[src/rtl/bfly_idx_pkg.sv]
// Shared types and elaboration helpers for the butterfly index generator.
package bfly_idx_pkg;

  typedef enum logic [1:0] {
    ST_IDLE  = 2'd0,
    ST_RUN   = 2'd1,
    ST_DRAIN = 2'd2
  } state_e;

  function automatic int idx_width(input int max_len);
    return $clog2(max_len);
  endfunction

  function automatic int stage_width(input int iw);
    return $clog2(iw + 1);
  endfunction

  // Legal N: nonzero power of two within [bu_par, max_len].
  function automatic logic len_legal(input int unsigned n, input int unsigned bu_par,
                                     input int unsigned max_len);
    return (n != 0) && ((n & (n - 1)) == 0) && (n >= bu_par) && (n <= max_len);
  endfunction

endpackage

[src/rtl/bfly_pair_addr.sv]
// One butterfly lane: inserts a zero bit at position s of pair number j to form
// the top index a, and the bottom index b = a + 2^s.
module bfly_pair_addr #(
  parameter int IW = 12,
  parameter int SW = 4
) (
  input  logic [IW-1:0] j_i,
  input  logic [SW-1:0] s_i,
  output logic [IW-1:0] a_o,
  output logic [IW-1:0] b_o
);

  logic [IW-1:0] h;
  logic [IW-1:0] low;

  assign h   = IW'(1) << s_i;
  assign low = h - IW'(1);
  assign a_o = ((j_i & ~low) << 1) | (j_i & low);
  assign b_o = a_o | h;

endmodule

[src/rtl/bfly_idx_gen_flex.sv]
// Butterfly (top, bottom) index pair generator with valid/ready output register.
// Define BFLY_IDX_DIT_EN to add the dit input (ascending stage order).
// State | meaning:  IDLE wait for start | RUN emit beats | DRAIN done pulse
module bfly_idx_gen_flex
  import bfly_idx_pkg::*;
#(
  parameter int  BU_PAR  = 8,
  parameter int  MAX_LEN = 4096,
  localparam int IW      = idx_width(MAX_LEN),
  localparam int SW      = stage_width(IW)
) (
  input  logic                 clk,
  input  logic                 rst_n,
  input  logic                 start,
  input  logic [IW:0]          length,
`ifdef BFLY_IDX_DIT_EN
  input  logic                 dit,
`endif
  input  logic                 abort,
  output logic                 out_vld,
  input  logic                 out_rdy,
  output logic [IW*BU_PAR-1:0] out_indx,
  output logic [SW-1:0]        out_stage,
  output logic                 out_last,
  output logic                 busy,
  output logic                 done,
  output logic                 err
);

  localparam int LB = $clog2(BU_PAR);
  localparam int NL = BU_PAR / 2;
  localparam logic [IW:0] LEN_ONE = 1;

  state_e                state_q;
  logic [SW-1:0]         stage_q, final_stage_q;
  logic [IW-1:0]         beat_q, beat_last_q;
  logic                  dit_q;
  logic                  out_vld_q, out_last_q, busy_q, done_q, err_q;
  logic [IW*BU_PAR-1:0]  out_indx_q;
  logic [SW-1:0]         out_stage_q;

  logic                  dit_in, legal_in;
  logic [SW-1:0]         log_in, first_stage_in, final_stage_in;
  logic [IW-1:0]         beat_last_in;
  logic                  beat_wrap, final_beat;
  logic [SW-1:0]         sel_stage;
  logic [IW-1:0]         sel_beat;
  logic                  sel_last;
  logic [IW*BU_PAR-1:0]  lanes_d;

`ifdef BFLY_IDX_DIT_EN
  assign dit_in = dit;
`else
  assign dit_in = 1'b0;
`endif

  always_comb begin
    log_in = '0;
    for (int i = 0; i <= IW; i++) begin
      if (length[i]) log_in = SW'(i);
    end
  end

  assign legal_in       = len_legal(32'(length), BU_PAR, MAX_LEN);
  assign beat_last_in   = IW'((length >> LB) - LEN_ONE);
  assign first_stage_in = dit_in ? '0 : log_in - SW'(1);
  assign final_stage_in = dit_in ? log_in - SW'(1) : '0;

  assign beat_wrap  = (beat_q == beat_last_q);
  assign final_beat = beat_wrap && (stage_q == final_stage_q);

  // In IDLE the lanes are precomputed for the first beat so it can load on start.
  always_comb begin
    sel_stage = stage_q;
    sel_beat  = beat_q + IW'(1);
    if (state_q == ST_IDLE) begin
      sel_stage = first_stage_in;
      sel_beat  = '0;
    end else if (beat_wrap) begin
      sel_beat  = '0;
      sel_stage = dit_q ? stage_q + SW'(1) : stage_q - SW'(1);
    end
    sel_last = (sel_beat == ((state_q == ST_IDLE) ? beat_last_in : beat_last_q));
  end

  for (genvar m = 0; m < NL; m++) begin : g_lane
    logic [IW-1:0] j, a, b;
    assign j = (sel_beat << (LB - 1)) | IW'(m);
    bfly_pair_addr #(.IW(IW), .SW(SW)) u_pair (
      .j_i (j),
      .s_i (sel_stage),
      .a_o (a),
      .b_o (b)
    );
    assign lanes_d[2*IW*m +: 2*IW] = {b, a};
  end

  always_ff @(posedge clk or negedge rst_n) begin
    if (!rst_n) begin
      state_q       <= ST_IDLE;
      stage_q       <= '0;
      final_stage_q <= '0;
      beat_q        <= '0;
      beat_last_q   <= '0;
      dit_q         <= 1'b0;
      out_vld_q     <= 1'b0;
      out_indx_q    <= '0;
      out_stage_q   <= '0;
      out_last_q    <= 1'b0;
      busy_q        <= 1'b0;
      done_q        <= 1'b0;
      err_q         <= 1'b0;
    end else begin
      done_q <= 1'b0;
      err_q  <= 1'b0;
      if (abort) begin
        state_q     <= ST_IDLE;
        out_vld_q   <= 1'b0;
        busy_q      <= 1'b0;
        out_indx_q  <= '0;
        out_stage_q <= '0;
        out_last_q  <= 1'b0;
      end else begin
        case (state_q)
          ST_IDLE: begin
            if (start) begin
              if (legal_in) begin
                state_q       <= ST_RUN;
                busy_q        <= 1'b1;
                out_vld_q     <= 1'b1;
                out_indx_q    <= lanes_d;
                out_stage_q   <= sel_stage;
                out_last_q    <= sel_last;
                stage_q       <= sel_stage;
                beat_q        <= sel_beat;
                beat_last_q   <= beat_last_in;
                final_stage_q <= final_stage_in;
                dit_q         <= dit_in;
              end else begin
                err_q <= 1'b1;
              end
            end
          end
          ST_RUN: begin
            // out_vld_q is always set in RUN, so a handshake is the only load event.
            if (out_vld_q && out_rdy) begin
              if (final_beat) begin
                state_q   <= ST_DRAIN;
                out_vld_q <= 1'b0;
                busy_q    <= 1'b0;
                done_q    <= 1'b1;
              end else begin
                out_indx_q  <= lanes_d;
                out_stage_q <= sel_stage;
                out_last_q  <= sel_last;
                stage_q     <= sel_stage;
                beat_q      <= sel_beat;
              end
            end
          end
          ST_DRAIN: state_q <= ST_IDLE;
          default:  state_q <= ST_IDLE;
        endcase
      end
    end
  end

  assign out_vld   = out_vld_q;
  assign out_indx  = out_indx_q;
  assign out_stage = out_stage_q;
  assign out_last  = out_last_q;
  assign busy      = busy_q;
  assign done      = done_q;
  assign err       = err_q;

endmodule

[config.mk]
export PLATFORM = sky130hd
export DESIGN_NAME = bfly_idx_gen_flex
export DESIGN_NICKNAME = d
export VERILOG_FILES = /design/src/rtl/bfly_idx_pkg.sv /design/src/rtl/bfly_pair_addr.sv /design/src/rtl/bfly_idx_gen_flex.sv
export SDC_FILE = /design/constraint.sdc
export NUM_CORES = 1
export LEC_CHECK = 0
export BUFFER_PORTS_ARGS = -buffer_cell sky130_fd_sc_hd__buf_2
export CAP_MARGIN = 30
export CORE_UTILIZATION = 35
export DETAILED_ROUTE_END_ITERATION = 7
export SLEW_MARGIN = 0
export SYNTH_ARGS = -nofsm -noshare
export SYNTH_HDL_FRONTEND = slang
export SYNTH_SLANG_ARGS = --single-unit
[constraint.sdc]
create_clock -name clk -period 5.1 [get_ports clk]
set_clock_uncertainty 0.15 [all_clocks]
set_input_delay 0.51 -clock clk [delete_from_list [all_inputs] [get_ports clk]]
set_output_delay 0.51 -clock clk [all_outputs]
set_load 0.02 [all_outputs]
-- After elaboration in Yosys (flattened, before gate mapping)
Index checks and enable logic that the tools add are counted.
- register bits after elaboration: 134
- output and inout bits: 105
- logic and storage cells: 126
- input bits: 18
- mux-type cells: 60
- bitwise logic cells: 19
- reduce and logical (&&, ||, !) cells: 16
- add/subtract/negate cells: 6
- shift-type cells: 1
- equal/unequal tests: 12
- magnitude comparators: 2
- operators with widths (kind ; number):
    $mux W96 ; 5
    $pmux W96 S2 ; 1
    $or A12 B12 Y12 ; 8
    $mux W12 ; 7
    $and A12 B12 Y12 ; 4
    $mux W4 ; 12
    $and A11 B11 Y11 ; 4
    $and A13 B32 Y32 ; 1
    $logic_not A32 Y1 ; 1
    $eq A12 B12 Y1 ; 2
    $pmux W12 S2 ; 1
    $mux W1 ; 19
    $ne A3 B3 Y1 const B ; 5
    $mux W2 ; 7
    $sub A13 B1 Y14 const B ; 1
    $ge A13 B4 Y1 const B ; 1
    $le A13 B13 Y1 const B ; 1
    $reduce_bool A13 Y1 ; 1
    $add A12 B1 Y12 const B ; 1
    $mux W3 ; 4
    $shl A1 B4 Y12 const A ; 1
    $sub A12 B1 Y12 const B ; 1
    $not A11 Y11 ; 1
    $sub A10 B1 Y11 const B ; 1
    other kinds (15) ; 26

-- Depth between registers and ports, before layout
- depth in word-level cells: 24
- mapped depth: 18
- depth with buffers taken out: 17

-- By module
Synthesis repeated with hierarchy kept, for this count alone.
- cells, all modules: 1132
- area total of the unflattened synthesis: 9791.9 um2
- by module, submodules not included (module ; sequential area each (um2) ; area each (um2) ; cells an instance ; instances):
    bfly_idx_gen_flex ; 3328.2 ; 6844.1 ; 640 ; 1
    bfly_pair_addr ; 0.0 ; 737.0 ; 123 ; 4

-- Worst setup path before layout
OpenSTA, ideal clock, no wires.
- path type: input-to-reg
- from: input length[3]
- to: register out_indx_q[74], in the netlist out_indx[74]
- buffers on the path: 2
- path slack: 1.062 ns
- data required time: 4.824 ns
- arrival time: 3.762 ns
- stages on the path: 15
- library setup time: 0.126 ns
- path through: clkbuf_1 nor2_1 a221oi_1 o211ai_1 ha_1 or3_1 o31a_1 clkbuf_1 o211ai_1 or3_1 ha_1 inv_1 a31oi_1 or2_2 a221o_1
- cells in the longest elaborated chain, start to end: 21
- elaborated cells between the ends (all ways): 35
- those cells by class: add/sub: 3; order compare: 2; eq/ne: 1; shift: 1; mux: 17; bitwise: 5; reduce/logical: 6
- ends and longest elaborated chain (item ; RTL line ; RTL):
    start, declared ; bfly_idx_gen_flex.sv:15 ; input logic [IW:0] length,
    $mux W2 ; bfly_idx_gen_flex.sv:60 ; if (length[i]) log_in = SW'(i);
    $mux W3 (4 in a row) ; bfly_idx_gen_flex.sv:60 ;
    $mux W4 (5 in a row) ; bfly_idx_gen_flex.sv:60 ;
    $sub A4 B1 Y4 ; -- ;
    $mux W4 ; bfly_idx_gen_flex.sv:76 ; if (state_q == ST_IDLE) begin
    $shl A1 B4 Y12 ; bfly_pair_addr.sv:16 ; assign h = IW'(1) << s_i;
    $sub A12 B1 Y12 ; bfly_pair_addr.sv:17 ; assign low = h - IW'(1);
    $not A11 Y11 ; bfly_pair_addr.sv:18 ; assign a_o = ((j_i & ~low) << 1) | (j_i & low);
    $and A11 B11 Y11 ; bfly_pair_addr.sv:18 ;
    $or A12 B12 Y12 ; bfly_pair_addr.sv:18 ;
    $mux W96 (on tied branches) ; bfly_idx_gen_flex.sv:147, bfly_idx_gen_flex.sv:127 ;
    $mux W96 (on tied branches) ; bfly_idx_gen_flex.sv:146, bfly_idx_gen_flex.sv:126 ;
    $pmux W96 S2 ; bfly_idx_gen_flex.sv:124 ; case (state_q)
    $mux W96 ; bfly_idx_gen_flex.sv:116 ; if (abort) begin
    end signal, assigned ; bfly_idx_gen_flex.sv:131 ; out_indx_q <= lanes_d;
    end signal, assigned ; bfly_idx_gen_flex.sv:153 ; out_indx_q <= lanes_d;
    end, declared ; bfly_idx_gen_flex.sv:39 ; logic [IW*BU_PAR-1:0] out_indx_q;
Several ways; a longest one is shown, not always the timed one. The select of a mux whose other input is x is not followed.
A chain may end at the register's enable or synchronous reset.

-- Worst setup path after layout
- from: register beat_q[7]
- to: register out_indx_q[74], in the netlist out_indx[74]
- cells in the longest elaborated chain, start to end: 12
- elaborated cells between the ends (all ways): 20
- those cells by class: add/sub: 1; eq/ne: 2; shift: 1; mux: 10; bitwise: 4; reduce/logical: 2
- ends and longest elaborated chain (item ; RTL line ; RTL):
    start, declared ; bfly_idx_gen_flex.sv:36 ; logic [IW-1:0] beat_q, beat_last_q;
    start signal, assigned ; bfly_idx_gen_flex.sv:135 ; beat_q <= sel_beat;
    start signal, assigned ; bfly_idx_gen_flex.sv:157 ; beat_q <= sel_beat;
    $eq A12 B12 Y1 * ; bfly_idx_gen_flex.sv:69 ; assign beat_wrap = (beat_q == beat_last_q);
    $mux W4 ; bfly_idx_gen_flex.sv:79 ; end else if (beat_wrap) begin
    $mux W4 ; bfly_idx_gen_flex.sv:76 ;
    $shl A1 B4 Y12 ; bfly_pair_addr.sv:16 ;
    $sub A12 B1 Y12 ; bfly_pair_addr.sv:17 ;
    $not A11 Y11 ; bfly_pair_addr.sv:18 ;
    $and A11 B11 Y11 ; bfly_pair_addr.sv:18 ;
    $or A12 B12 Y12 ; bfly_pair_addr.sv:18 ;
    $mux W96 (on tied branches) ; bfly_idx_gen_flex.sv:147, bfly_idx_gen_flex.sv:127 ;
    $mux W96 (on tied branches) ; bfly_idx_gen_flex.sv:146, bfly_idx_gen_flex.sv:126 ;
    $pmux W96 S2 ; bfly_idx_gen_flex.sv:124 ;
    $mux W96 ; bfly_idx_gen_flex.sv:116 ;
Every way passes the cells marked *; elsewhere a longest branch is shown, timed or not. The select of a mux whose other input is x is not followed.

==> impl_summary.md <==
Placement
The number of buffers added on ports is 119. The area after detailed placement is approximately 5300 sq um. Detailed placement ended at an HPWL of 10,300 microns.

The final weighted congestion in routability-driven placement is 0.916.

Routing
The total wirelength of the detailed-routed design is approximately 14,000 microns. The via count normalized by instance count is 5.60. The count of unresolved DRC violations after routing is 0. The number of vias after detailed routing is 4,549. The detailed-router iteration count before antenna repair is 5.

Once detail routing completed, the nets flagged for antenna violations numbered 0. The wire length per cell is 16.7 microns. The initial DRC count is 286.

Yosys
The average cell area after synthesis is 8.61 sq um. The synthesized netlist occupies a cell area of around 5000 sq um. The warning count from the yosys run is 0.

By area the synthesized netlist is led by sky130_fd_sc_hd__dfrtp_1 (34%), sky130_fd_sc_hd__buf_4 (9.8%), sky130_fd_sc_hd__nand2_1 (4.3%), sky130_fd_sc_hd__nor2_1 (3.6%), sky130_fd_sc_hd__xnor2_1 (3.6%). The number of enable-type register cells in the synthesized netlist is 0. The number of unique standard cell types used by synthesis is 74. The count of mapped cells out of synthesis is 589. In this run, synthesis produced a sequential element count of a little under 70. Sorting the synthesized cells by how often they occur yields sky130_fd_sc_hd__dfrtp_1 (68), sky130_fd_sc_hd__buf_4 (66), sky130_fd_sc_hd__nand2_1 (58), sky130_fd_sc_hd__nor2_1 (49), sky130_fd_sc_hd__o21ai_0 (33).

The async set-or-reset flop fraction in the synthesized netlist is 100%. Yosys instantiated no cell more often than sky130_fd_sc_hd__dfrtp_1. For this run, the leading register cell type out of synthesis is sky130_fd_sc_hd__dfrtp_1. The fraction of synthesized cell area taken by the top area cell type is 33.6%. Sequential cells were found to cover 33.6% of the synthesized design area. The cell taking the most area after synthesis is sky130_fd_sc_hd__dfrtp_1.

Critical path
The worst path required time is 5170 ps. The reg2reg setup slack is 870 ps. The critical path buffer and inverter count is 1. The most critical setup path has its startpoint at beat_q[7]. Walking the worst path, the cells encountered are xor2_1 > nor4_4 > and4_1 > o31a_1 > o211ai_1 > or3_1 > ha_1 > inv_1 > a31oi_1 > or2_2 > a221o_1.

For this run, the slowest stage of the critical path takes around 500 ps. The slowest stage of the critical path is the sky130_fd_sc_hd__nor4_4 cell. The cell type group with the largest total delay on the critical path is simple AND/OR/NAND/NOR gates. The critical path in this run is classified as register to register. The largest driver fanout on the critical path is 10. The reg-to-reg critical path startpoint is beat_q[7]. The data arrival time of the critical path is about 4300 ps. STA classifies the critical path startpoint as a register. The element type at the critical path end is a register.

Power
IR analysis of the VDD net gives a maximum drop of 0.000176 V. The leakage component of the power is between 0.002 and 0.003 uW. Total power for the finished layout comes to roughly 1300 uW.

The power per unit of standard cell area is around 230 nW/um^2.

Cells and area
The end-of-flow core utilization is 40.1%. Fill cells in the final layout number 1,433. The share of cells above drive strength 1 is 26.1%.

Compared with the post-synthesis result, the final layout area differs by 10.6%. The number of nets in the final layout is 654. The final design area excluding fillers is ~5600 sq um. The count of inserted antenna diode cells is 0.

Timing
The hold slack is 223 ps. Based on the critical path, the design can be clocked at up to 237 MHz. Setup repair after global routing left no endpoint under its margin. Counting I/O delays and the setup requirement, the final critical path takes 4230 ps.

At the pin with the least slew margin, the transition time is 858 ps. The accumulated negative setup slack is 0 ps. Setup violations remaining at the end of the flow were counted as 0.

The final hold violation count is 0. The portion of the clock cycle consumed by the worst path in the final layout is between 80% and 90%. The max-slew violation count was 0. The worst slew slack as a fraction of its limit is a little over two fifths.

Floorplanning
Once the floorplan was initialized, standard cells occupied between 30% and 40% of the core. The die is 122 microns tall. Measured along the x axis, the die boundary spans around 120 microns. The floorplan has 43 rows. Pin placement for this block handled 123 I/O pins.

The floorplan step defined a die boundary enclosing 15,000 sq um. The floorplan core area is 14,000 sq um.

Global route
The first global-routing pass estimated 21,700 microns of wire. The via count of the first global-routing pass is around 4,200. The leftover overflow at the end of global routing is 0. The number of antenna violations at the first check in global routing was 0.

The maximum number of pins on one net before global-route repair is 69. The total global routing track utilization is roughly 19%.

Clock tree
Clock-pin slew was measured on the worst setup and hold paths at about 60 ps. Buffers added to address setup during post-CTS repair amount to 0. The CTS tree is yes. The maximum count of clock buffers along a single path is 2. For this design, the CTS-stage hold fixing added 0 buffers. The number of buffers created by CTS is 9. The post-CTS resize count is 0. The clock sink count is roughly 70. The tree is rooted in a sky130_fd_sc_hd__clkbuf_16. In this run the number of H-tree levels came out at 3.

The later pin in the worst-skew pair is clocked with a latency of 340 ps.

Min path
The tightest min-delay check is of the input pin to async pin type.

Outcome
The flow ran to the end, and the final reports show no timing, DRC or antenna violations.

Run
The number of maximum-capacitance violations is 0.
cell type report:
class	count	area [sq um]	area share (%)
Inverter	16	60.1	1.07
Tap cell	180	225	4.02
Multi-Input combinational cell	406	2680	47.8
Sequential cell	68	1700	30.4
Clock buffer	11	233	4.15
Clock inverter	5	52.6	0.937
Timing Repair Buffer	127	656	11.7
cells in the final DEF, fill, tap and decap left out, drive strengths merged, types with 5 or more instances in the layout:
cell,Yosys,final
nand2,58,58
o21ai,33,33
a21o,17,17
inv,16,16
buf,78,127
xnor2,21,21
nor2,50,50
or3,10,10
clkbuf,23,11
ha,8,8
nand3,22,22
o211ai,6,6
a211oi,6,6
xor2,15,15
a21oi,16,16
o22ai,5,5
o31ai,14,14
dfrtp,68,68
a2111oi,5,5
nor4,15,15
nor3,15,15
nand4,6,6
stage by stage:
stage          worst slack [ps]  std cells
2_1_floorplan              1060        591
4_1_cts                     951        813
3_3_place_gp                798        797
6_report                    873        813
5_1_grt                     636        813
3_5_place_dp                670        797
sequential cells by signal, indices dropped and copies added, names as in the netlist:
| register | count |
|---|---|
| err | 1 |
| out_stage | 4 |
| done | 1 |
| state_q | 2 |
| beat_last_q | 11 |
| out_last | 1 |
| stage_q | 4 |
| busy | 1 |
| out_indx | 31 |
| beat_q | 12 |
path summary, 6_finish.rpt:
check                           cells past startpoint            to
worst min register to register                      1  out_stage[1]
max in group asynchronous                           2    state_q[1]
worst min-delay path                                2  out_indx[84]
worst max register to register                     11  out_indx[74]
worst max-delay path                               11  out_indx[74]
min in group clk                                    1  out_stage[1]
cell families after synthesis:
family	after synthesis	share of synthesized area [%]
buf+inv	117	14.0
flops	68	33.6
simple gates	206	21.6
other cells	1	0.0740
mux	5	1.09
fa+ha+maj	8	1.97
compound gates	148	21.5
xor+xnor	36	6.22
where the power goes:
group,switching [uW],internal [uW]
Sequential,3.15,544
Combinational,107,43.5
Clock,232,376
Total,342,964
metal layers:
layer / up-vias / routed length [microns] / global-route usage [%]
met4: 0 / 373 / 8.31
met3: 27 / 763 / 3.39
met2: 181 / 6380 / 29.8
met1: 2198 / 6080 / 24.3
met5: - / 0 / 0
li1: 2143 / - / -
Note: power is estimated with default switching activity, not from simulation.
